--- config.mk ---
export PLATFORM = sky130hd
export DESIGN_NAME = sram_bank_write_scatter
export DESIGN_NICKNAME = d
export VERILOG_FILES = /design/src/rtl/sram_bank_write_scatter_pkg.sv /design/src/rtl/sram_bank_write_scatter_fifo_2entry.sv /design/src/rtl/sram_bank_write_scatter.sv
export SDC_FILE = /design/constraint.sdc
export NUM_CORES = 1
export LEC_CHECK = 0
export CORE_MARGIN = 5
export CORE_UTILIZATION = 42
export CTS_CLUSTER_DIAMETER = 60
export DETAILED_ROUTE_END_ITERATION = 8
export GPL_ROUTABILITY_DRIVEN = 0
export PLACE_DENSITY_LB_ADDON = 0.25
export SLEW_MARGIN = 10
export SYNTH_ARGS = -nofsm -noshare
export SYNTH_HDL_FRONTEND = slang
export SYNTH_SLANG_ARGS = --single-unit
export TNS_END_PERCENT = 10
--- constraint.sdc ---
create_clock -name clk -period 3.55 [get_ports clk]
set_input_delay 0.8875 -clock clk [delete_from_list [all_inputs] [get_ports clk]]
set_output_delay 0.8875 -clock clk [all_outputs]
set_load 0.01 [all_outputs]
--- src/rtl/sram_bank_write_scatter_pkg.sv ---
// Shared bank-array definitions for the 16-bank SRAM read and write paths.
// Holds bank count, bank index width, the write request bundle and a one-hot helper.
`ifndef D_width
`define D_width 8
`endif

package sram_bank_pkg;

    localparam int NUM_BANK    = 16;
    localparam int BANK_IDX_W  = 4;
    localparam int DEF_D_WIDTH = `D_width;
    localparam int DEF_ADDR_W  = 6;

    typedef struct packed {
        logic [BANK_IDX_W-1:0]  bank;
        logic [DEF_ADDR_W-1:0]  addr;
        logic [DEF_D_WIDTH-1:0] data;
    } wr_req_t;

    function automatic logic [NUM_BANK-1:0] bank_onehot(
        input logic [BANK_IDX_W-1:0] idx
    );
        return NUM_BANK'(1) << idx;
    endfunction

endpackage

--- src/rtl/sram_bank_write_scatter_fifo_2entry.sv ---
// Two-entry in-order request buffer, generic over the stored entry type.
// Ports: clk, rst_n, push_i/push_data_i, pop_i, head_o, count_o, full_o, empty_o.
import sram_bank_pkg::*;

module fifo_2entry #(
    parameter type T = wr_req_t
) (
    input  logic       clk,
    input  logic       rst_n,
    input  logic       push_i,
    input  T           push_data_i,
    input  logic       pop_i,
    output T           head_o,
    output logic [1:0] count_o,
    output logic       full_o,
    output logic       empty_o
);

    T           mem_q [2];
    T           mem_d [2];
    logic       wr_ptr_q, wr_ptr_d;
    logic       rd_ptr_q, rd_ptr_d;
    logic [1:0] count_q, count_d;
    logic       do_push;
    logic       do_pop;

    assign full_o  = (count_q == 2'd2);
    assign empty_o = (count_q == 2'd0);
    assign count_o = count_q;
    assign head_o  = mem_q[rd_ptr_q];

    // Guard against misuse: a push when full or pop when empty is dropped.
    assign do_push = push_i && !full_o;
    assign do_pop  = pop_i && !empty_o;

    always_comb begin
        mem_d    = mem_q;
        wr_ptr_d = wr_ptr_q;
        rd_ptr_d = rd_ptr_q;
        if (do_push) begin
            mem_d[wr_ptr_q] = push_data_i;
            wr_ptr_d        = ~wr_ptr_q;
        end
        if (do_pop) begin
            rd_ptr_d = ~rd_ptr_q;
        end
        count_d = count_q + 2'(do_push) - 2'(do_pop);
    end

    always_ff @(posedge clk or negedge rst_n) begin
        if (!rst_n) begin
            mem_q[0] <= '0;
            mem_q[1] <= '0;
            wr_ptr_q <= 1'b0;
            rd_ptr_q <= 1'b0;
            count_q  <= 2'd0;
        end else begin
            mem_q[0] <= mem_d[0];
            mem_q[1] <= mem_d[1];
            wr_ptr_q <= wr_ptr_d;
            rd_ptr_q <= rd_ptr_d;
            count_q  <= count_d;
        end
    end

endmodule

--- src/rtl/sram_bank_write_scatter.sv ---
// Write scatter into 16 SRAM banks: buffers up to two requests, stalls writes
// to banks under read, drives a registered one-hot strobe plus shared addr/data.
// Ports: clk, rst_n; in_valid/in_ready/in_bank/in_addr/in_data request side;
// stripe_en/stripe_clr internal round-robin indexing; rd_busy read conflicts;
// bank_wen/wr_bank/wr_addr/wr_data registered write port; busy activity flag.
`ifndef D_width
`define D_width 8
`endif

import sram_bank_pkg::*;

module sram_bank_write_scatter #(
    parameter int D_WIDTH = `D_width,
    parameter int ADDR_W  = 6
) (
    input  logic                  clk,
    input  logic                  rst_n,
    input  logic                  in_valid,
    output logic                  in_ready,
    input  logic [BANK_IDX_W-1:0] in_bank,
    input  logic [ADDR_W-1:0]     in_addr,
    input  logic [D_WIDTH-1:0]    in_data,
    input  logic                  stripe_en,
    input  logic                  stripe_clr,
    input  logic [NUM_BANK-1:0]   rd_busy,
    output logic [NUM_BANK-1:0]   bank_wen,
    output logic [BANK_IDX_W-1:0] wr_bank,
    output logic [ADDR_W-1:0]     wr_addr,
    output logic [D_WIDTH-1:0]    wr_data,
    output logic                  busy
);

    typedef struct packed {
        logic [BANK_IDX_W-1:0] bank;
        logic [ADDR_W-1:0]     addr;
        logic [D_WIDTH-1:0]    data;
    } req_t;

    req_t       push_req;
    req_t       head;
    logic       push;
    logic       pop;
    logic [1:0] fifo_count;
    logic       fifo_full;
    logic       fifo_empty;

    logic [BANK_IDX_W-1:0] stripe_cnt_q, stripe_cnt_d;
    logic [ADDR_W-1:0]     stripe_row_q, stripe_row_d;
    logic [NUM_BANK-1:0]   bank_wen_q, bank_wen_d;
    logic [BANK_IDX_W-1:0] wr_bank_q, wr_bank_d;
    logic [ADDR_W-1:0]     wr_addr_q, wr_addr_d;
    logic [D_WIDTH-1:0]    wr_data_q, wr_data_d;

    // No push-on-full bypass: readiness comes from occupancy alone.
    assign in_ready = !fifo_full;
    assign push     = in_valid && in_ready;

    always_comb begin
        push_req      = '0;
        push_req.data = in_data;
        if (stripe_en) begin
            push_req.bank = stripe_cnt_q;
            push_req.addr = stripe_row_q;
        end else begin
            push_req.bank = in_bank;
            push_req.addr = in_addr;
        end
    end

    fifo_2entry #(
        .T (req_t)
    ) u_fifo (
        .clk         (clk),
        .rst_n       (rst_n),
        .push_i      (push),
        .push_data_i (push_req),
        .pop_i       (pop),
        .head_o      (head),
        .count_o     (fifo_count),
        .full_o      (fifo_full),
        .empty_o     (fifo_empty)
    );

    // Only the head is checked; a blocked head holds back everything behind it.
    assign pop = !fifo_empty && !rd_busy[head.bank];

    // Clear wins over increment; the accept in the clear cycle already
    // captured the old counter values through push_req.
    always_comb begin
        stripe_cnt_d = stripe_cnt_q;
        stripe_row_d = stripe_row_q;
        if (stripe_clr) begin
            stripe_cnt_d = '0;
            stripe_row_d = '0;
        end else if (push && stripe_en) begin
            stripe_cnt_d = stripe_cnt_q + 1'b1;
            if (stripe_cnt_q == BANK_IDX_W'(NUM_BANK - 1)) begin
                stripe_row_d = stripe_row_q + 1'b1;
            end
        end
    end

    always_comb begin
        bank_wen_d = '0;
        wr_bank_d  = wr_bank_q;
        wr_addr_d  = wr_addr_q;
        wr_data_d  = wr_data_q;
        if (pop) begin
            bank_wen_d = bank_onehot(head.bank);
            wr_bank_d  = head.bank;
            wr_addr_d  = head.addr;
            wr_data_d  = head.data;
        end
    end

    always_ff @(posedge clk or negedge rst_n) begin
        if (!rst_n) begin
            stripe_cnt_q <= '0;
            stripe_row_q <= '0;
            bank_wen_q   <= '0;
            wr_bank_q    <= '0;
            wr_addr_q    <= '0;
            wr_data_q    <= '0;
        end else begin
            stripe_cnt_q <= stripe_cnt_d;
            stripe_row_q <= stripe_row_d;
            bank_wen_q   <= bank_wen_d;
            wr_bank_q    <= wr_bank_d;
            wr_addr_q    <= wr_addr_d;
            wr_data_q    <= wr_data_d;
        end
    end

    assign bank_wen = bank_wen_q;
    assign wr_bank  = wr_bank_q;
    assign wr_addr  = wr_addr_q;
    assign wr_data  = wr_data_q;
    assign busy     = (fifo_count != 2'd0) || (bank_wen_q != '0);

endmodule
==> results of run 1 <==
==> path summary, 6_finish.rpt <==
check                                 start           endpoint  slack, ns  cells after the start
setup / recovery            u_fifo.rd_ptr_q  u_fifo.count_o[1]       0.32                     12
hold reg to reg            u_fifo.mem_q[12]   u_fifo.mem_q[12]       0.49                      2
min in group asynchronous             rst_n        bank_wen[6]       0.71                      1
max in group asynchronous             rst_n   u_fifo.mem_q[30]       2.17                      1
setup reg to reg            u_fifo.rd_ptr_q  u_fifo.count_o[1]       0.32                     12
hold / removal             u_fifo.mem_q[12]   u_fifo.mem_q[12]       0.49                      2
==> per-layer routing <==
| layer | track usage, % | part of all wire [%] | wire length [um] |
|---|---|---|---|
| met2 | 23.4 | 47 | 3860 |
| met4 | 5.27 | 1.4 | 117 |
| met1 | 20.9 | 47 | 3860 |
| met5 | 0 | 0 | 0 |
| met3 | 3.58 | 4.8 | 397 |
==> cells by family (layout without fill, tap and decap cells) <==
group,after synthesis,in the layout,synth area share [%]
AND/OR/NAND/NOR,87,87,11.0
flip-flops,84,84,54.0
multiplexers,69,69,20.6
AO/OA/AOI/OAI,37,37,6.94
buffers and inverters,25,105,3.44
XOR/XNOR,12,12,2.70
adder cells (fa/ha/maj),4,4,1.29
==> metrics by stage <==
stage                     instance area, sq um  total power, W
final                                     4940         0.00491
after global routing                      4940         0.00523
after CTS                                 4940         0.00496
after detailed placement                  4740         0.00426
after global placement                    4740         0.00420
after floorplan                           3890         0.00353
==> critical path, stage by stage, from the launching register on <==
cell and delay (ns):
sky130_fd_sc_hd__dfrtp_1 0.89, sky130_fd_sc_hd__and3b_1 0.30, sky130_fd_sc_hd__nor2_4 0.15, sky130_fd_sc_hd__o2bb2ai_1 0.09
sky130_fd_sc_hd__a2111oi_0 0.68, sky130_fd_sc_hd__buf_4 0.24, sky130_fd_sc_hd__o21bai_4 0.05, sky130_fd_sc_hd__inv_1 0.07
sky130_fd_sc_hd__ha_1 0.22, sky130_fd_sc_hd__inv_1 0.06, sky130_fd_sc_hd__ha_1 0.14, sky130_fd_sc_hd__xnor2_1 0.13
sky130_fd_sc_hd__xnor2_1 0.13
==> flip-flops by register name (all words and copies together) (netlist names) <==
name,flops
wr_data,8
wr_addr,6
wr_bank,4
u_fifo.mem_q,36
bank_wen,16
stripe_row_q,6
u_fifo.rd_ptr_q,1
u_fifo.count_o,2
u_fifo.wr_ptr_q,1
stripe_cnt_q,4
==> power breakdown <==
part / switching [W] / internal, W / leakage [nW] / total [W]
logic: 0.00114 / 0.00141 / 0.984 / 0.00254
clock network: 0.000349 / 0.000347 / 0.0999 / 0.000696
registers: 0.000306 / 0.00136 / 1.06 / 0.00167
==> final cells by class <==
cell class | count | area [sq um] | area share (%)
Sequential cell | 84 | 2100 | 42.6
Multi-Input combinational cell | 209 | 1670 | 33.8
Timing Repair Buffer | 82 | 798 | 16.2
Clock buffer | 11 | 141 | 2.86
Tap cell | 111 | 139 | 2.81
Clock inverter | 5 | 60.1 | 1.22
Inverter | 7 | 26.3 | 0.532
==> layout by cell type, fill, tap and decap left out, types with 5 or more instances in the layout <==
master	Yosys	final
sky130_fd_sc_hd__mux2i_1	16	16
sky130_fd_sc_hd__inv_1	7	7
sky130_fd_sc_hd__o21ai_0	12	12
sky130_fd_sc_hd__nand2_1	22	22
sky130_fd_sc_hd__a21oi_1	11	11
sky130_fd_sc_hd__clkbuf_8	0	10
sky130_fd_sc_hd__mux2_2	39	39
sky130_fd_sc_hd__nor2_1	23	22
sky130_fd_sc_hd__mux2_4	11	11
sky130_fd_sc_hd__clkdlybuf4s50_1	0	73
sky130_fd_sc_hd__xor2_1	6	6
sky130_fd_sc_hd__nor4_1	20	20
sky130_fd_sc_hd__dfrtp_1	84	84
sky130_fd_sc_hd__nor3_1	5	5
sky130_fd_sc_hd__buf_4	1	9
sky130_fd_sc_hd__xnor2_1	6	6
==> summary.json, run 1 <==
{
  "yosys.area.top_type": "sky130_fd_sc_hd__dfrtp_1",
  "ys_seq_area_share_pct": 54.0,
  "num_io_pins": 75,
  "layout_worst_path_cycle_share_pct": 90.9,
  "routed_via_density": 5.21,
  "ys_dominant_reg_cell": "sky130_fd_sc_hd__dfrtp_1",
  "clock.fmax_mhz": 310,
  "floorplan.initialDensity_pct": 42.5,
  "synth.ff_latch_count": 84,
  "netlist_area_sq_mm": 0.00389,
  "finalWorstSetupSlack_ns": 0.324,
  "synth_top_cells_by_count": "sky130_fd_sc_hd__dfrtp_1 (84), sky130_fd_sc_hd__mux2_2 (39), sky130_fd_sc_hd__nor2_1 (23)",
  "rsz0062_at_grt": "no",
  "p_leak_nw": 2.14,
  "finalNetCount": 436,
  "holdCritPathClass": "reg2reg",
  "synth-edff-count": 0,
  "antennaDiodeCount": 0,
  "drt.antenna.violating_nets": 0,
  "library_cell_with_the_highest_instance_count_after_synthesis": "sky130_fd_sc_hd__dfrtp_1",
  "grt.overflow.total": 0,
  "power-per-cell-area_mw_per_mm2": 993,
  "final.hold.worst_slack_ns": 0.492,
  "drt_pass1_iterations": 4,
  "utilization_after_layout_pct": 54.0,
  "num_rows": 35,
  "outcome": "finished, final reports clean",
  "cts_tree": "yes",
  "critical_path_required_ns": 3.82,
  "fp.dieW_um": 106,
  "cts_buffers": 9,
  "synth_largest_type_area_fraction_pct": 54.0,
  "grt_max_degree": 85,
  "pre_cts_slack_ns": 0.317,
  "die_height_um": 106,
  "layout_min_cycle_time_ns": 3.23,
  "detailed_place_hpwl_um": 5870,
  "syn-instance-count": 318,
  "vdd_drop_max_mv": 0.382,
  "cp-start-kind": "register",
  "critical_path.endpoint_type": "register",
  "finish_stage_setup_viols": 0,
  "htree_num_levels": 3,
  "timing.setup.tns_ns": 0,
  "worstPathArrival_ns": 3.50,
  "grt_pass1_vias": 2673,
  "dpl.cell_count": 493,
  "initialDrtViolationCount": 87,
  "netlist_top_cells_area": "sky130_fd_sc_hd__dfrtp_1 (54%), sky130_fd_sc_hd__mux2_2 (11%), sky130_fd_sc_hd__mux2_4 (4.2%)",
  "number_of_antenna_violations_at_the_first_check_in_global_routing": 0,
  "worst_pin_slew_ns": 1.05,
  "vias": 2653,
  "coreArea_sq_mm": 0.00915,
  "synthesis.nets": 361,
  "drc": 0,
  "timing.max_slew.rel_slack_pct": 30.2,
  "worst_setup_hold_path_clk_slew_ns": 0.08,
  "post_detailed_routing_wire_length_um": 8230,
  "skew_ns": 0.00937,
  "layout-area-overhead-vs-synth_pct": 26.8,
  "synth_cell_type_count": 43,
  "worst-setup-path-type": "reg2reg",
  "timing.final.hold_violations": 0,
  "ctsResizeCount": 0,
  "postSynthAreaPerCell_sq_um": 12.2,
  "port-buffer-count": 74,
  "post_route_cells_drive_above_1_share_pct": 21.4,
  "cts.repair_timing.setup_buffer_count": 0,
  "routed_wire_length_per_instance_um": 16.2,
  "cts.path.max_buffers": 2,
  "n_fill_cell": 776,
  "worst-path-max-fanout": 21,
  "wire_length_of_the_first_global_routing_pass_um": 13600,
  "die_outline_area_sq_mm": 0.0113,
  "clock_latency_ns": 0.35,
  "instances_no_fill": 509,
  "yosysWarnings": 0,
  "holdBufCountCts": 0,
  "final-max-slew-violation-count": 0,
  "cts_root_buffer": "sky130_fd_sc_hd__clkbuf_8",
  "drv_cap": 0,
  "cts.sinks": 84,
  "synth-async-reset-ratio_pct": 100,
  "grtUsageTotal_pct": 15.2
}
(Power assumes the default switching activity.)
==> inputs of run 2 (changes only) <==
- CORE_ASPECT_RATIO: not set -> 2
==> summary.json, run 2 (same netlist as run 1, synthesis figures left out) <==
{
  "finalNetCount": {"value": 437, "change": "was 436"},
  "die_outline_area": {"value": 0.0114, "unit": "sq mm", "change": "was 0.0113 sq mm"},
  "initialDrtViolationCount": {"value": 147, "change": "was 87"},
  "final_common_cell": {"value": "sky130_fd_sc_hd__dfrtp_1", "change": "unchanged"},
  "num_rows": {"value": 49, "change": "was 35"},
  "die_height": {"value": 146, "unit": "um", "change": "was 106 um"},
  "finish_stage_setup_viols": {"value": 0, "change": "unchanged"},
  "vias": {"value": 2679, "change": "was 2653"},
  "timing.final.hold_violations": {"value": 0, "change": "unchanged"},
  "instances_no_fill": {"value": 501, "change": "was 509"},
  "grt_pass1_vias": {"value": 2777, "change": "was 2673"},
  "number_of_antenna_violations_at_the_first_check_in_global_routing": {"value": 0, "change": "unchanged"},
  "fp.dieW": {"value": 78.1, "unit": "um", "change": "was 106 um"},
  "grt_max_degree": {"value": 85, "change": "unchanged"},
  "drv_cap": {"value": 0, "change": "unchanged"},
  "cts.path.max_buffers": {"value": 2, "change": "unchanged"},
  "power-per-cell-area": {"value": 1030, "unit": "mW/mm^2", "change": "was 993 mW/mm^2"},
  "cp-start-kind": {"value": "register", "change": "unchanged"},
  "grt.overflow.total": {"value": 0, "change": "unchanged"},
  "wire_length_of_the_first_global_routing_pass": {"value": 13600, "unit": "um", "change": "about the same"},
  "port-buffer-count": {"value": 74, "change": "unchanged"},
  "timing.critical_path.cells": {"value": "mux2i_2, nor3_1, a221oi_4, o21bai_4, inv_1, ha_1, inv_1, ha_1, xnor2_1, xnor2_1", "change": "was and3b_1, nor2_4, o2bb2ai_1, a2111oi_0, buf_4, o21bai_4, inv_1, ha_1, inv_1, ha_1, xnor2_1, xnor2_1"},
  "worst-setup-path-type": {"value": "reg2reg", "change": "unchanged"},
  "timing.setup.tns": {"value": 0, "unit": "ns", "change": "unchanged"},
  "timing.critical_path.slowest_cell_delay": {"value": 0.90, "unit": "ns", "change": "was 0.89 ns"},
  "crit_family": {"value": "flip-flops", "change": "unchanged"},
  "holdBufCountCts": {"value": 0, "change": "unchanged"},
  "critical_path_buf_inv_count": {"value": 2, "change": "was 3"},
  "num_io_pins": {"value": 75, "change": "unchanged"},
  "worstPathArrival": {"value": 3.36, "unit": "ns", "change": "was 3.50 ns"},
  "cts_root_buffer": {"value": "sky130_fd_sc_hd__clkbuf_16", "change": "was sky130_fd_sc_hd__clkbuf_8"},
  "final-max-slew-violation-count": {"value": 0, "change": "unchanged"},
  "p_leak": {"value": 2.22, "unit": "nW", "change": "was 2.14 nW"},
  "final.hold.worst_slack": {"value": 0.478, "unit": "ns", "change": "was 0.492 ns"},
  "post_route_cells_drive_above_1_share": {"value": 21.8, "unit": "%", "change": "was 21.4%"},
  "routed_via_density": {"value": 5.35, "change": "was 5.21"},
  "detailed_place_hpwl": {"value": 6090, "unit": "um", "change": "was 5870 um"},
  "grtUsageTotal": {"value": 14.9, "unit": "%", "change": "was 15.2%"},
  "largest_register_ff_count": {"value": 36, "change": "unchanged"},
  "layout_worst_path_cycle_share": {"value": 87.7, "unit": "%", "change": "was 90.9%"},
  "ff2ff_setup_slack": {"value": 0.44, "unit": "ns", "change": "was 0.32 ns"},
  "cts.repair_timing.setup_buffer_count": {"value": 0, "change": "unchanged"},
  "cell_with_the_largest_stage_delay_on_the_worst_path": {"value": "sky130_fd_sc_hd__dfrtp_1", "change": "unchanged"},
  "cts.sinks": {"value": 84, "change": "unchanged"},
  "dpl.cell_count": {"value": 485, "change": "was 493"},
  "drc": {"value": 0, "change": "unchanged"},
  "timing.max_slew.rel_slack": {"value": 32.3, "unit": "%", "change": "was 30.2%"},
  "coreArea": {"value": 0.00901, "unit": "sq mm", "change": "was 0.00915 sq mm"},
  "leading_cell_types_in_the_layout_fill_and_taps_excluded": {"value": "sky130_fd_sc_hd__dfrtp_1 (84), sky130_fd_sc_hd__clkdlybuf4s50_1 (73), sky130_fd_sc_hd__mux2_2 (39)", "change": "unchanged"},
  "report.power.total": {"value": 0.00522, "unit": "W", "change": "was 0.00491 W"},
  "worst_pin_slew": {"value": 1.02, "unit": "ns", "change": "was 1.05 ns"},
  "routed_wire_length_per_instance": {"value": 16.3, "unit": "um", "change": "was 16.2 um"},
  "worst-path-max-fanout": {"value": 21, "change": "unchanged"},
  "cts_tree": {"value": "yes", "change": "unchanged"},
  "skew": {"value": 0.00608, "unit": "ns", "change": "was 0.00937 ns"},
  "holdCritPathClass": {"value": "reg2reg", "change": "unchanged"},
  "vdd_drop_max": {"value": 0.556, "unit": "mV", "change": "was 0.382 mV"},
  "layout_min_cycle_time": {"value": 3.11, "unit": "ns", "change": "was 3.23 ns"},
  "floorplan.initialDensity": {"value": 43.2, "unit": "%", "change": "was 42.5%"},
  "critical_path_required": {"value": 3.80, "unit": "ns", "change": "was 3.82 ns"},
  "drt_pass1_iterations": {"value": 4, "change": "unchanged"},
  "clock_latency": {"value": 0.33, "unit": "ns", "change": "was 0.35 ns"},
  "cts_buffers": {"value": 9, "change": "unchanged"},
  "clock.fmax": {"value": 321, "unit": "MHz", "change": "was 310 MHz"},
  "critical_path.endpoint_type": {"value": "register", "change": "unchanged"},
  "ctsResizeCount": {"value": 0, "change": "unchanged"},
  "htree_num_levels": {"value": 3, "change": "unchanged"},
  "worst_setup_hold_path_clk_slew": {"value": 0.06, "unit": "ns", "change": "was 0.08 ns"},
  "drt.antenna.violating_nets": {"value": 0, "change": "unchanged"},
  "post_detailed_routing_wire_length": {"value": 8180, "unit": "um", "change": "was 8230 um"},
  "registers.top_by_ff_count": {"value": "u_fifo.mem_q", "change": "unchanged"},
  "layout-area-overhead-vs-synth": {"value": 30.2, "unit": "%", "change": "was 26.8%"},
  "utilization_after_layout": {"value": 56.2, "unit": "%", "change": "was 54.0%"},
  "rsz0062_at_grt": {"value": "no", "change": "unchanged"},
  "antennaDiodeCount": {"value": 0, "change": "unchanged"},
  "outcome": {"value": "finished, final reports clean", "change": "unchanged"}
}
-- run 2: report_power, final --
part / internal [W] / total [W] / switching [W] / leakage, nW
Combinational: 0.00141 / 0.00252 / 0.00111 / 0.989
Clock: 0.000657 / 0.00103 / 0.000369 / 0.166
Sequential: 0.00136 / 0.00167 / 0.000311 / 1.06
Total: 0.00343 / 0.00522 / 0.00179 / 2.22
-- run 2: path summary, 6_finish.rpt --
check,startpoint,endpoint,cells past startpoint
max,u_fifo.rd_ptr_q,u_fifo.count_o[1],10
min,u_fifo.mem_q[10],u_fifo.mem_q[10],2
max reg2reg,u_fifo.rd_ptr_q,u_fifo.count_o[1],10
min reg2reg,u_fifo.mem_q[10],u_fifo.mem_q[10],2
max in group asynchronous,rst_n,u_fifo.mem_q[9],1
min in group asynchronous,rst_n,bank_wen[10],1
-- run 2: per-stage QoR --
| stage | instance area [sq um] | setup slack (ns) |
|---|---|---|
| 2_1_floorplan | 3890 | 0.625 |
| 3_3_place_gp | 4730 | 0.290 |
| 3_5_place_dp | 4730 | 0.225 |
| 4_1_cts | 5070 | 0.439 |
| 5_1_grt | 5070 | 0.220 |
| 6_report | 5070 | 0.438 |
-- run 2: cell type report --
type / instances / area, sq um
Inverter: 7 / 26.3
Tap cell: 102 / 128
Clock inverter: 5 / 82.6
Timing Repair Buffer: 83 / 806
Multi-Input combinational cell: 209 / 1670
Clock buffer: 11 / 253
Sequential cell: 84 / 2100
Fill cell: 768 / 3940
-- run 2: metal layers --
metal	vias up	wire length, um	track usage, %	part of all wire [%]
met5	-	0	0	0
met4	0	150	6.43	1.8
met3	12	393	2.77	4.8
met2	60	4570	26.6	56
met1	1321	3060	16.7	37
li1	1286	-	-	-
-- run 2: worst min-delay path: stages (launching register included) --
cell	delay [ns]
sky130_fd_sc_hd__dfrtp_1	0.34
sky130_fd_sc_hd__nand2_1	0.05
sky130_fd_sc_hd__o21ai_0	0.06
==> inputs of run 3 (changes only) <==
- CORE_UTILIZATION: 42 -> 27
- GPL_TIMING_DRIVEN: not set -> 1
==> summary.json, run 3 (same netlist as run 1, synthesis figures left out) <==
{
  "utilization_after_layout": {"value": 36.3, "unit": "%", "change": "was 56.2%"},
  "fp.dieW": {"value": 94.9, "unit": "um", "change": "was 78.1 um"},
  "grt_max_degree": {"value": 44, "change": "was 85"},
  "die_height": {"value": 180, "unit": "um", "change": "was 146 um"},
  "post_detailed_routing_wire_length": {"value": 9330, "unit": "um", "change": "was 8180 um"},
  "port-buffer-count": {"value": 74, "change": "unchanged"},
  "cts_buffers": {"value": 9, "change": "unchanged"},
  "detailed_place.area": {"value": 0.00488, "unit": "sq mm", "change": "was 0.00473 sq mm"},
  "layout_worst_path_cycle_share": {"value": 81.7, "unit": "%", "change": "was 87.7%"},
  "cts.repair_timing.setup_buffer_count": {"value": 0, "change": "unchanged"},
  "critical_path.reg2reg.startpoint": {"value": "u_fifo.rd_ptr_q", "change": "unchanged"},
  "dpl.cell_count": {"value": 579, "change": "was 485"},
  "clock.fmax": {"value": 345, "unit": "MHz", "change": "was 321 MHz"},
  "layout.cell_area.non_filler": {"value": 0.00518, "unit": "sq mm", "change": "was 0.00507 sq mm"},
  "drt_pass1_iterations": {"value": 4, "change": "unchanged"},
  "crit_path_start": {"value": "u_fifo.rd_ptr_q", "change": "unchanged"},
  "drt.antenna.violating_nets": {"value": 0, "change": "unchanged"},
  "p_leak": {"value": 2.22, "unit": "nW", "change": "about the same"},
  "routed_via_density": {"value": 4.57, "change": "was 5.35"},
  "vias": {"value": 2719, "change": "was 2679"},
  "coreArea": {"value": 0.0143, "unit": "sq mm", "change": "was 0.00901 sq mm"},
  "instances_no_fill": {"value": 595, "change": "was 501"},
  "cts.path.max_buffers": {"value": 2, "change": "unchanged"},
  "drc": {"value": 0, "change": "unchanged"},
  "timing.final.hold_violations": {"value": 0, "change": "unchanged"},
  "finish_stage_setup_viols": {"value": 0, "change": "unchanged"},
  "hold_path_startpoint": {"value": "u_fifo.mem_q[10]", "change": "unchanged"},
  "worst-setup-path-type": {"value": "reg2reg", "change": "unchanged"},
  "critical_path_required": {"value": 3.81, "unit": "ns", "change": "was 3.80 ns"},
  "worstRegToRegCells": {"value": 12, "change": "was 10"},
  "htree_num_levels": {"value": 3, "change": "unchanged"},
  "leading_cell_types_in_the_layout_fill_and_taps_excluded": {"value": "sky130_fd_sc_hd__dfrtp_1 (84), sky130_fd_sc_hd__clkdlybuf4s50_1 (73), sky130_fd_sc_hd__mux2_2 (39)", "change": "unchanged"},
  "worst_pin_slew": {"value": 0.610, "unit": "ns", "change": "was 1.02 ns"},
  "cts_tree": {"value": "yes", "change": "unchanged"},
  "floorplan.initialDensity": {"value": 27.3, "unit": "%", "change": "was 43.2%"},
  "largest_register_ff_count": {"value": 36, "change": "unchanged"},
  "ctsResizeCount": {"value": 0, "change": "unchanged"},
  "grtUsageTotal": {"value": 11.9, "unit": "%", "change": "was 14.9%"},
  "cts.sinks": {"value": 84, "change": "unchanged"},
  "holdBufCountCts": {"value": 0, "change": "unchanged"},
  "critical_path.endpoint_type": {"value": "register", "change": "unchanged"},
  "routed_wire_length_per_instance": {"value": 15.7, "unit": "um", "change": "was 16.3 um"},
  "outcome": {"value": "finished, final reports clean", "change": "unchanged"},
  "final-max-slew-violation-count": {"value": 0, "change": "unchanged"},
  "clock_latency": {"value": 0.34, "unit": "ns", "change": "was 0.33 ns"},
  "detailed_place_hpwl": {"value": 7160, "unit": "um", "change": "was 6090 um"},
  "number_of_antenna_violations_at_the_first_check_in_global_routing": {"value": 0, "change": "unchanged"},
  "finalNetCount": {"value": 441, "change": "was 437"},
  "power-per-cell-area": {"value": 1010, "unit": "mW/mm^2", "change": "was 1030 mW/mm^2"},
  "layout-area-overhead-vs-synth": {"value": 33.0, "unit": "%", "change": "was 30.2%"},
  "registers.top_by_ff_count": {"value": "u_fifo.mem_q", "change": "unchanged"},
  "worst_setup_hold_path_clk_slew": {"value": 0.06, "unit": "ns", "change": "about the same"},
  "die_outline_area": {"value": 0.0171, "unit": "sq mm", "change": "was 0.0114 sq mm"},
  "final_common_cell": {"value": "sky130_fd_sc_hd__dfrtp_1", "change": "unchanged"},
  "worstPathArrival": {"value": 3.16, "unit": "ns", "change": "was 3.36 ns"},
  "timing.setup.tns": {"value": 0, "unit": "ns", "change": "unchanged"},
  "timing.max_slew.rel_slack": {"value": 59.3, "unit": "%", "change": "was 32.3%"},
  "antennaDiodeCount": {"value": 0, "change": "unchanged"},
  "layout_min_cycle_time": {"value": 2.90, "unit": "ns", "change": "was 3.11 ns"},
  "holdCritPathClass": {"value": "reg2reg", "change": "unchanged"},
  "initialDrtViolationCount": {"value": 86, "change": "was 147"},
  "num_io_pins": {"value": 75, "change": "unchanged"},
  "n_fill_cell": {"value": 1468, "change": "was 768"},
  "rsz0062_at_grt": {"value": "no", "change": "unchanged"},
  "min_delay_path_depth": {"value": 2, "change": "unchanged"},
  "worst-path-max-fanout": {"value": 17, "change": "was 21"},
  "num_rows": {"value": 62, "change": "was 49"},
  "grt_pass1_vias": {"value": 2979, "change": "was 2777"},
  "cts_root_buffer": {"value": "sky130_fd_sc_hd__clkbuf_16", "change": "unchanged"},
  "skew": {"value": 0.00787, "unit": "ns", "change": "was 0.00608 ns"},
  "post_route_cells_drive_above_1_share": {"value": 22.6, "unit": "%", "change": "was 21.8%"},
  "vdd_drop_max": {"value": 0.466, "unit": "mV", "change": "was 0.556 mV"},
  "drv_cap": {"value": 0, "change": "unchanged"},
  "cp-start-kind": {"value": "register", "change": "unchanged"},
  "grt.overflow.total": {"value": 0, "change": "unchanged"},
  "wire_length_of_the_first_global_routing_pass": {"value": 15600, "unit": "um", "change": "was 13600 um"}
}
[run 3: changes by cell type in the layout (fill, tap and decap cells not counted)]
cell / change
sky130_fd_sc_hd__buf_4: +4
sky130_fd_sc_hd__clkinv_4: -1
sky130_fd_sc_hd__inv_6: +4
sky130_fd_sc_hd__clkbuf_8: -2
sky130_fd_sc_hd__bufinv_16: -1
[run 3: per-layer routing]
layer,track usage [%],routed length (um),up-vias,part of all wire (%)
met2,21.0,5090,60,54
met1,13.4,3660,1349,39
met3,2.51,300,15,3.2
li1,-,-,1295,-
met4,5.44,281,0,3.0
met5,0,0,-,0
[run 3: cell type report]
cell class	instances	area, sq um	share of cell area [%]
Tap cell	192	240	4.64
Sequential cell	84	2100	40.6
Inverter	7	26.3	0.507
Multi-Input combinational cell	209	1670	32.3
Clock buffer	9	225	4.35
Clock inverter	7	78.8	1.52
Timing Repair Buffer	87	836	16.1
[run 3: critical path, stage by stage, from the launching register on]
cell,delay (ns)
sky130_fd_sc_hd__dfrtp_1,0.73
sky130_fd_sc_hd__buf_4,0.28
sky130_fd_sc_hd__mux2i_2,0.20
sky130_fd_sc_hd__buf_4,0.20
sky130_fd_sc_hd__nor3_1,0.10
sky130_fd_sc_hd__a221oi_4,0.26
sky130_fd_sc_hd__o21bai_4,0.18
sky130_fd_sc_hd__inv_1,0.06
sky130_fd_sc_hd__ha_1,0.26
sky130_fd_sc_hd__inv_1,0.04
sky130_fd_sc_hd__ha_1,0.18
sky130_fd_sc_hd__xnor2_1,0.20
sky130_fd_sc_hd__xnor2_1,0.14
[run 3: path summary, 6_finish.rpt]
| path | to | slack (ns) |
|---|---|---|
| worst max-delay path | u_fifo.count_o[1] | 0.65 |
| worst min-delay path | u_fifo.mem_q[10] | 0.48 |
| worst max register to register | u_fifo.count_o[1] | 0.65 |
| worst min register to register | u_fifo.mem_q[10] | 0.48 |
| max in group asynchronous | wr_bank[0] | 2.32 |
| min in group asynchronous | u_fifo.mem_q[19] | 0.53 |
[run 3: stage by stage]
stage	total power, W	worst slack [ns]	hold slack (ns)
3_5_place_dp	0.00435	0.303	0.465
6_report	0.00524	0.649	0.477
3_3_place_gp	0.00429	0.353	0.457
4_1_cts	0.00533	0.620	0.479
2_1_floorplan	0.00353	0.625	0.444
5_1_grt	0.00563	0.367	0.501
[run 3: power by group]
group          leakage, nW  internal, W  switching, W
clock network        0.152     0.000556      0.000396
registers             1.06      0.00136      0.000299
logic                 1.01      0.00144       0.00118
total                 2.22      0.00336       0.00188
==> RTL edit 1, RTL diff (config.mk and constraints of run 2) <==
Take the reset off `wr_addr_q` and load it in a clocked block of its own.
--- a/src/rtl/sram_bank_write_scatter.sv
+++ b/src/rtl/sram_bank_write_scatter.sv
@@ -119,16 +119,18 @@
             stripe_row_q <= '0;
             bank_wen_q   <= '0;
             wr_bank_q    <= '0;
-            wr_addr_q    <= '0;
             wr_data_q    <= '0;
         end else begin
             stripe_cnt_q <= stripe_cnt_d;
             stripe_row_q <= stripe_row_d;
             bank_wen_q   <= bank_wen_d;
             wr_bank_q    <= wr_bank_d;
-            wr_addr_q    <= wr_addr_d;
             wr_data_q    <= wr_data_d;
         end
+    end
+
+    always_ff @(posedge clk) begin
+        wr_addr_q <= wr_addr_d;
     end
 
     assign bank_wen = bank_wen_q;
Formal check against the unedited RTL: differs if rst_n is asserted again (counterexample within 4 cycles, from zero or initial values and one cycle with rst_n low); with rst_n held inactive, the same outputs for 4 cycles.
==> RTL edit 1 against run 2 <==
  * Count of clock-buffer cells in the layout is the same
  * Synthesized area fell by 1.5%
  * Worst setup slack improved by 0.33 ns
  * First-iteration DRC count down 27%
  * Utilization fell by 0.52 points
  * Non-clock buffer count down 2
  * Global-route usage rose by 1.9 points
  * Final area down 1.6%
  * Sequential cell count unchanged
  * Critical path depth did not move
  * Power down 3.3%
  * Wire length increased by 7.5%
==> RTL edit 1: results (changes against run 2) <==
| Metric | Value |
|---|---|
| Status | complete, no violations |
| Worst Path Max Fanout | 15 (-29%) |
| Max Clock Skew | 0.009306 ns (+0.003224 ns) |
| YS warnings | 0 (unchanged) |
| Area contributors post-synth | dfrtp_1, mux2_2, edfxtp_1, mux2_4, mux2i_1 |
| Register area share after synthesis | 55.60% (+1.6 points) |
| Mux share of post-synthesis cell area | 17.98% (-2.7 points) |
| Post-synth EDFFs | 6 (+6) |
| WL met3 | 448 um (+14%) |
| Vias in the first global route | 2938 (+5.8%) |
| Vias post-DR | 2692 (+0.49%) |
| Root buffer selected by CTS | clkbuf_16 |
| Pin count of the biggest net entering global routing | 79 (-7.1%) |
| CP arrival | 3.04 ns (-0.32 ns) |
| Post-synthesis compound-gate area fraction | 7.471% (+0.53 points) |
| GRT Overall Usage | 16.75% (+1.9 points) |
| Total Wirelength | 8787 um (+7.5%) |
| Met1 wire length | 3273 um (+6.8%) |
| Leak pwr | 0.002164 uW (-2.4%) |
| Fillers | 788 (+2.6%) |
| Layout cell share with drive strength beyond 1 | 18.61% (-3.2 points) |
| Post-CTS setup buffer count | 0 (unchanged) |
| Ys async rst share | 92.86% (-7.1 points) |
| Unique cell type count in the Yosys netlist | 43 (unchanged) |
| Syn Nets | 365 (+1.1%) |
| Nets | 442 (+1.1%) |
| Initial antenna violation count | 0 (unchanged) |
| H-tree level count | 3 (unchanged) |
| Final HPWL DP | 6524 um (+7.2%) |
| Post-Synth XOR/XNOR Area | 2.512% (-0.19 points) |
| Wire length on met2 | 4711 um (+3.2%) |
| Switching share of total power | 35.69% (+1.3 points) |
| Synth Area in Adders | 1.305% (+0.020 points) |
| First-pass GRT wire length | 14850 um (+9.2%) |
| Initial DRC count | 107 (-27%) |
| DP Area | 0.004678 mm^2 (-1.2%) |
| Maximum vdd ir drop | 0.0005240 V (-5.7%) |
| Rel. slew slack | 35.97% (+3.7 points) |
| Synth top cells by count | dfrtp_1, mux2_2, nand2_1, nor2_1 |
-- RTL edit 1: cell count changes after synthesis, moves of 3 or more --
cell / run 2 / this run
nor4_1: 20 / 4
nor3_1: 5 / 18
mux2_2: 39 / 31
dfrtp_1: 84 / 78
edfxtp_1: 0 / 6
o21ai_0: 12 / 18
nand2_1: 22 / 27
a21oi_1: 11 / 14
-- RTL edit 1: power groups by stage --
stage	Clock (uW)	Combinational (uW)	Sequential [uW]
4_1_cts	966	2460	1700
3_3_place_gp	0	2390	1700
3_5_place_dp	0	2450	1710
5_1_grt	1010	2650	1750
6_report	942	2410	1700
2_1_floorplan	0	1680	1670
-- RTL edit 1: layer usage --
layer	global-route usage, %	vias to the layer above
met2	29.01	92
li1	-	1291
met5	0	-
met4	8.950	0
met1	18.29	1286
met3	4.280	23
-- RTL edit 1: critical path: stages (launching register included) --
cell	delay (ns)
dfrtp_1	0.68
buf_4	0.33
mux2i_1	0.46
o221ai_1	0.26
o21ai_4	0.10
inv_1	0.07
ha_1	0.27
inv_1	0.04
ha_1	0.18
xnor2_1	0.16
xnor2_1	0.14
-- RTL edit 1: metrics by stage --
stage | total power, uW | worst slack (ns) | util [%] | hold WS, ns | cells
6_report | 5051 | 0.7694 | 55.72 | 0.4731 | 505
5_1_grt | 5409 | 0.5408 | 55.72 | 0.5013 | 505
4_1_cts | 5124 | 0.7814 | 55.72 | 0.4782 | 505
3_5_place_dp | 4157 | 0.4996 | 52.26 | 0.4655 | 490
3_3_place_gp | 4084 | 0.5617 | 52.26 | 0.4564 | 490
2_1_floorplan | 3349 | 0.8307 | - | 0.4444 | 322
-- RTL edit 1: logic make-up (layout without fill, tap and decap cells) --
kind of cell,count (synthesis),count (layout)
AND/OR/NAND/NOR,94,94
multiplexers,59,59
buffers and inverters,24,105
XOR/XNOR,11,11
flip-flops,84,84
AO/OA/AOI/OAI,46,46
adder cells (fa/ha/maj),4,4
-- RTL edit 1: final timing paths --
path	cells past startpoint	end	start	slack (ns)
max	10	u_fifo.count_o[1]	u_fifo.rd_ptr_q	0.77
min	2	u_fifo.mem_q[9]	u_fifo.mem_q[9]	0.47
max reg2reg	10	u_fifo.count_o[1]	u_fifo.rd_ptr_q	0.77
min reg2reg	2	u_fifo.mem_q[9]	u_fifo.mem_q[9]	0.47
max in group asynchronous	1	u_fifo.mem_q[30]	rst_n	2.22
min in group asynchronous	1	wr_bank[1]	rst_n	0.70
-- RTL edit 1: final cells by class --
cell class | instances | area (um^2) | share of cell area (%)
repair buffers | 81 | 790.8 | 15.86
well taps | 102 | 127.6 | 2.559
multi-input cells | 214 | 1594 | 31.96
clock buffers | 11 | 252.7 | 5.068
inverters | 9 | 33.78 | 0.6774
flip-flops and latches | 84 | 2132 | 42.75
clock inverters | 4 | 56.30 | 1.129
==> RTL edit 2, RTL diff (config.mk and constraints of run 2) <==
Made on the original files. The parameter `ADDR_W` goes from 6 to 4.
--- a/src/rtl/sram_bank_write_scatter.sv
+++ b/src/rtl/sram_bank_write_scatter.sv
@@ -11,7 +11,7 @@
 
 module sram_bank_write_scatter #(
     parameter int D_WIDTH = `D_width,
-    parameter int ADDR_W  = 6
+    parameter int ADDR_W  = 4
 ) (
     input  logic                  clk,
     input  logic                  rst_n,
Interface: changed (resized in_addr and wr_addr); port bits go from 75 to 71. The function was not compared with the original's and may differ.
==> RTL edit 2 against run 2 <==
  * Worst setup slack gained 0.17 ns
  * Final area shrank 9.2%
  * Synthesized area shrank 9.8%
  * Wire length shrank 2.0%
  * Power shrank 7.7%
  * Utilization shrank 0.34 points
  * Clock power shrank 12%
  * Sequential cell count shrank 8
  * Hold slack gained 0.0061 ns
  * Largest power group unchanged
==> RTL edit 2: results (changes against run 2) <==
| Metric | Value |
|---|---|
| CP arrival | 3.18 ns (-0.18 ns) |
| Worst Path Max Fanout | 2 (-90%) |
| Dpl cells | 449 (-7.4%) |
| Unique cell type count in the Yosys netlist | 41 (-4.7%) |
| Synth Instances | 288 (-9.4%) |
| Layout cell share with drive strength beyond 1 | 20.71% (-1.1 points) |
| Worst min path class | flip-flop to flip-flop |
| Post-Layout Cell Count | 465 (-7.2%) |
| GRT Overall Usage | 16.46% (+1.6 points) |
| Critical-path top delay cell | clkdlybuf4s50_1 |
| Cell family with most CP delay | compound AO/OA/AOI/OAI gates |
| Largest register FFs | 32 (-11%) |
| Worst-case reg-to-reg path depth | 12 (+2) |
| WL/cell | 17.23 um (+5.6%) |
| Max Clock Skew | 0.006467 ns (+0.0003848 ns) |
| Vias in the first global route | 2660 (-4.2%) |
| IO buf count | 70 (-5.4%) |
| Drt first pass iters | 6 (+2) |
| Worst setup startpoint | rd_busy[6] |
| Hold depth | 2 (unchanged) |
| CTS buffer count | 9 (unchanged) |
| Fillers | 756 (-1.6%) |
| Initial DRC count | 90 (-39%) |
| # diodes | 0 (unchanged) |
| Post-synth EDFFs | 0 (unchanged) |
| Pin count of the biggest net entering global routing | 77 (-9.4%) |
| Clk slew on worst S/H paths | 0.06 ns (about the same) |
| DP Area | 0.004307 mm^2 (-9.0%) |
| Hold WS | 0.4840 ns (+0.006107 ns) |
| Dpl ws | 0.2539 ns (+0.02933 ns) |
| Initial antenna violation count | 0 (unchanged) |
| Nets | 403 (-7.8%) |
| Maximum vdd ir drop | 0.0005215 V (-6.2%) |
| Clk buf depth | 2 (unchanged) |
| Reg2Reg Setup Slack | 0.69 ns (+0.25 ns) |
| CP peak stage delay | 0.42 ns (-0.48 ns) |
| YS warnings | 0 (unchanged) |
| Root buffer selected by CTS | clkbuf_16 |
| Syn Nets | 329 (-8.9%) |
| Worst slew pin tran | 0.9529 ns (-0.06294 ns) |
| Final HPWL DP | 5829 um (-4.2%) |
| First-pass GRT wire length | 12790 um (-6.0%) |
| Ys async rst share | 100.0% (unchanged) |
| Status | complete, no violations |
| Clock Latency Late Sink | 0.34 ns |
| Leak pwr | 0.002027 uW (-8.6%) |
| Register area share after synthesis | 54.13% (+0.15 points) |
| Min-delay src | u_fifo.mem_q[10] |
| Synth top cells by count | dfrtp_1, mux2_2, nand2_1, nor2_1, nor3_1 |
| Via-to-Cell Ratio | 5.284 (-1.2%) |
| Area contributors post-synth | dfrtp_1, mux2_2, mux2_4, mux2i_1, nor3_1 |
RTL edit 2: final cells by class:
class | instances | area (um^2) | area share, %
Tap cell | 98 | 122.6 | 2.665
Sequential cell | 76 | 1902 | 41.33
Timing Repair Buffer | 77 | 750.7 | 16.31
Clock inverter | 4 | 48.80 | 1.060
Clock buffer | 12 | 246.5 | 5.356
Inverter | 9 | 33.78 | 0.7341
Multi-Input combinational cell | 189 | 1498 | 32.54
RTL edit 2: routing by layer:
layer | wire (um) | global-route usage, % | vias up
li1 | - | - | 1170
met1 | 2828 | 15.96 | 1225
met2 | 4663 | 30.95 | 51
met3 | 319 | 3.538 | 11
met4 | 198 | 7.880 | 0
met5 | 0 | 0 | -
RTL edit 2: cell families after synthesis:
group,after synthesis,share of synthesized area (%)
compound gates,36,7.978
simple gates,78,10.19
flops,76,54.13
xor+xnor,10,2.493
mux,61,20.48
buf+inv,23,3.312
fa+ha+maj,4,1.425
RTL edit 2: report_power, final:
group / leakage (uW) / internal, uW / total, uW / switching [uW]
clock network: 0.000147 / 562 / 902 / 340
registers: 0.000959 / 1240 / 1500 / 265
logic: 0.000922 / 1310 / 2420 / 1100
total: 0.00203 / 3110 / 4820 / 1710
RTL edit 2: worst max path at each step:
stage                              to  slack, ns  depth (start not counted)
floorplan           u_fifo.count_o[1]       0.64                         12
global placement    u_fifo.count_o[1]       0.35                         12
global route        u_fifo.count_o[1]       0.44                         12
detailed placement  u_fifo.count_o[1]       0.25                         12
CTS                 u_fifo.count_o[1]       0.61                         12
finish              u_fifo.count_o[1]       0.61                         12
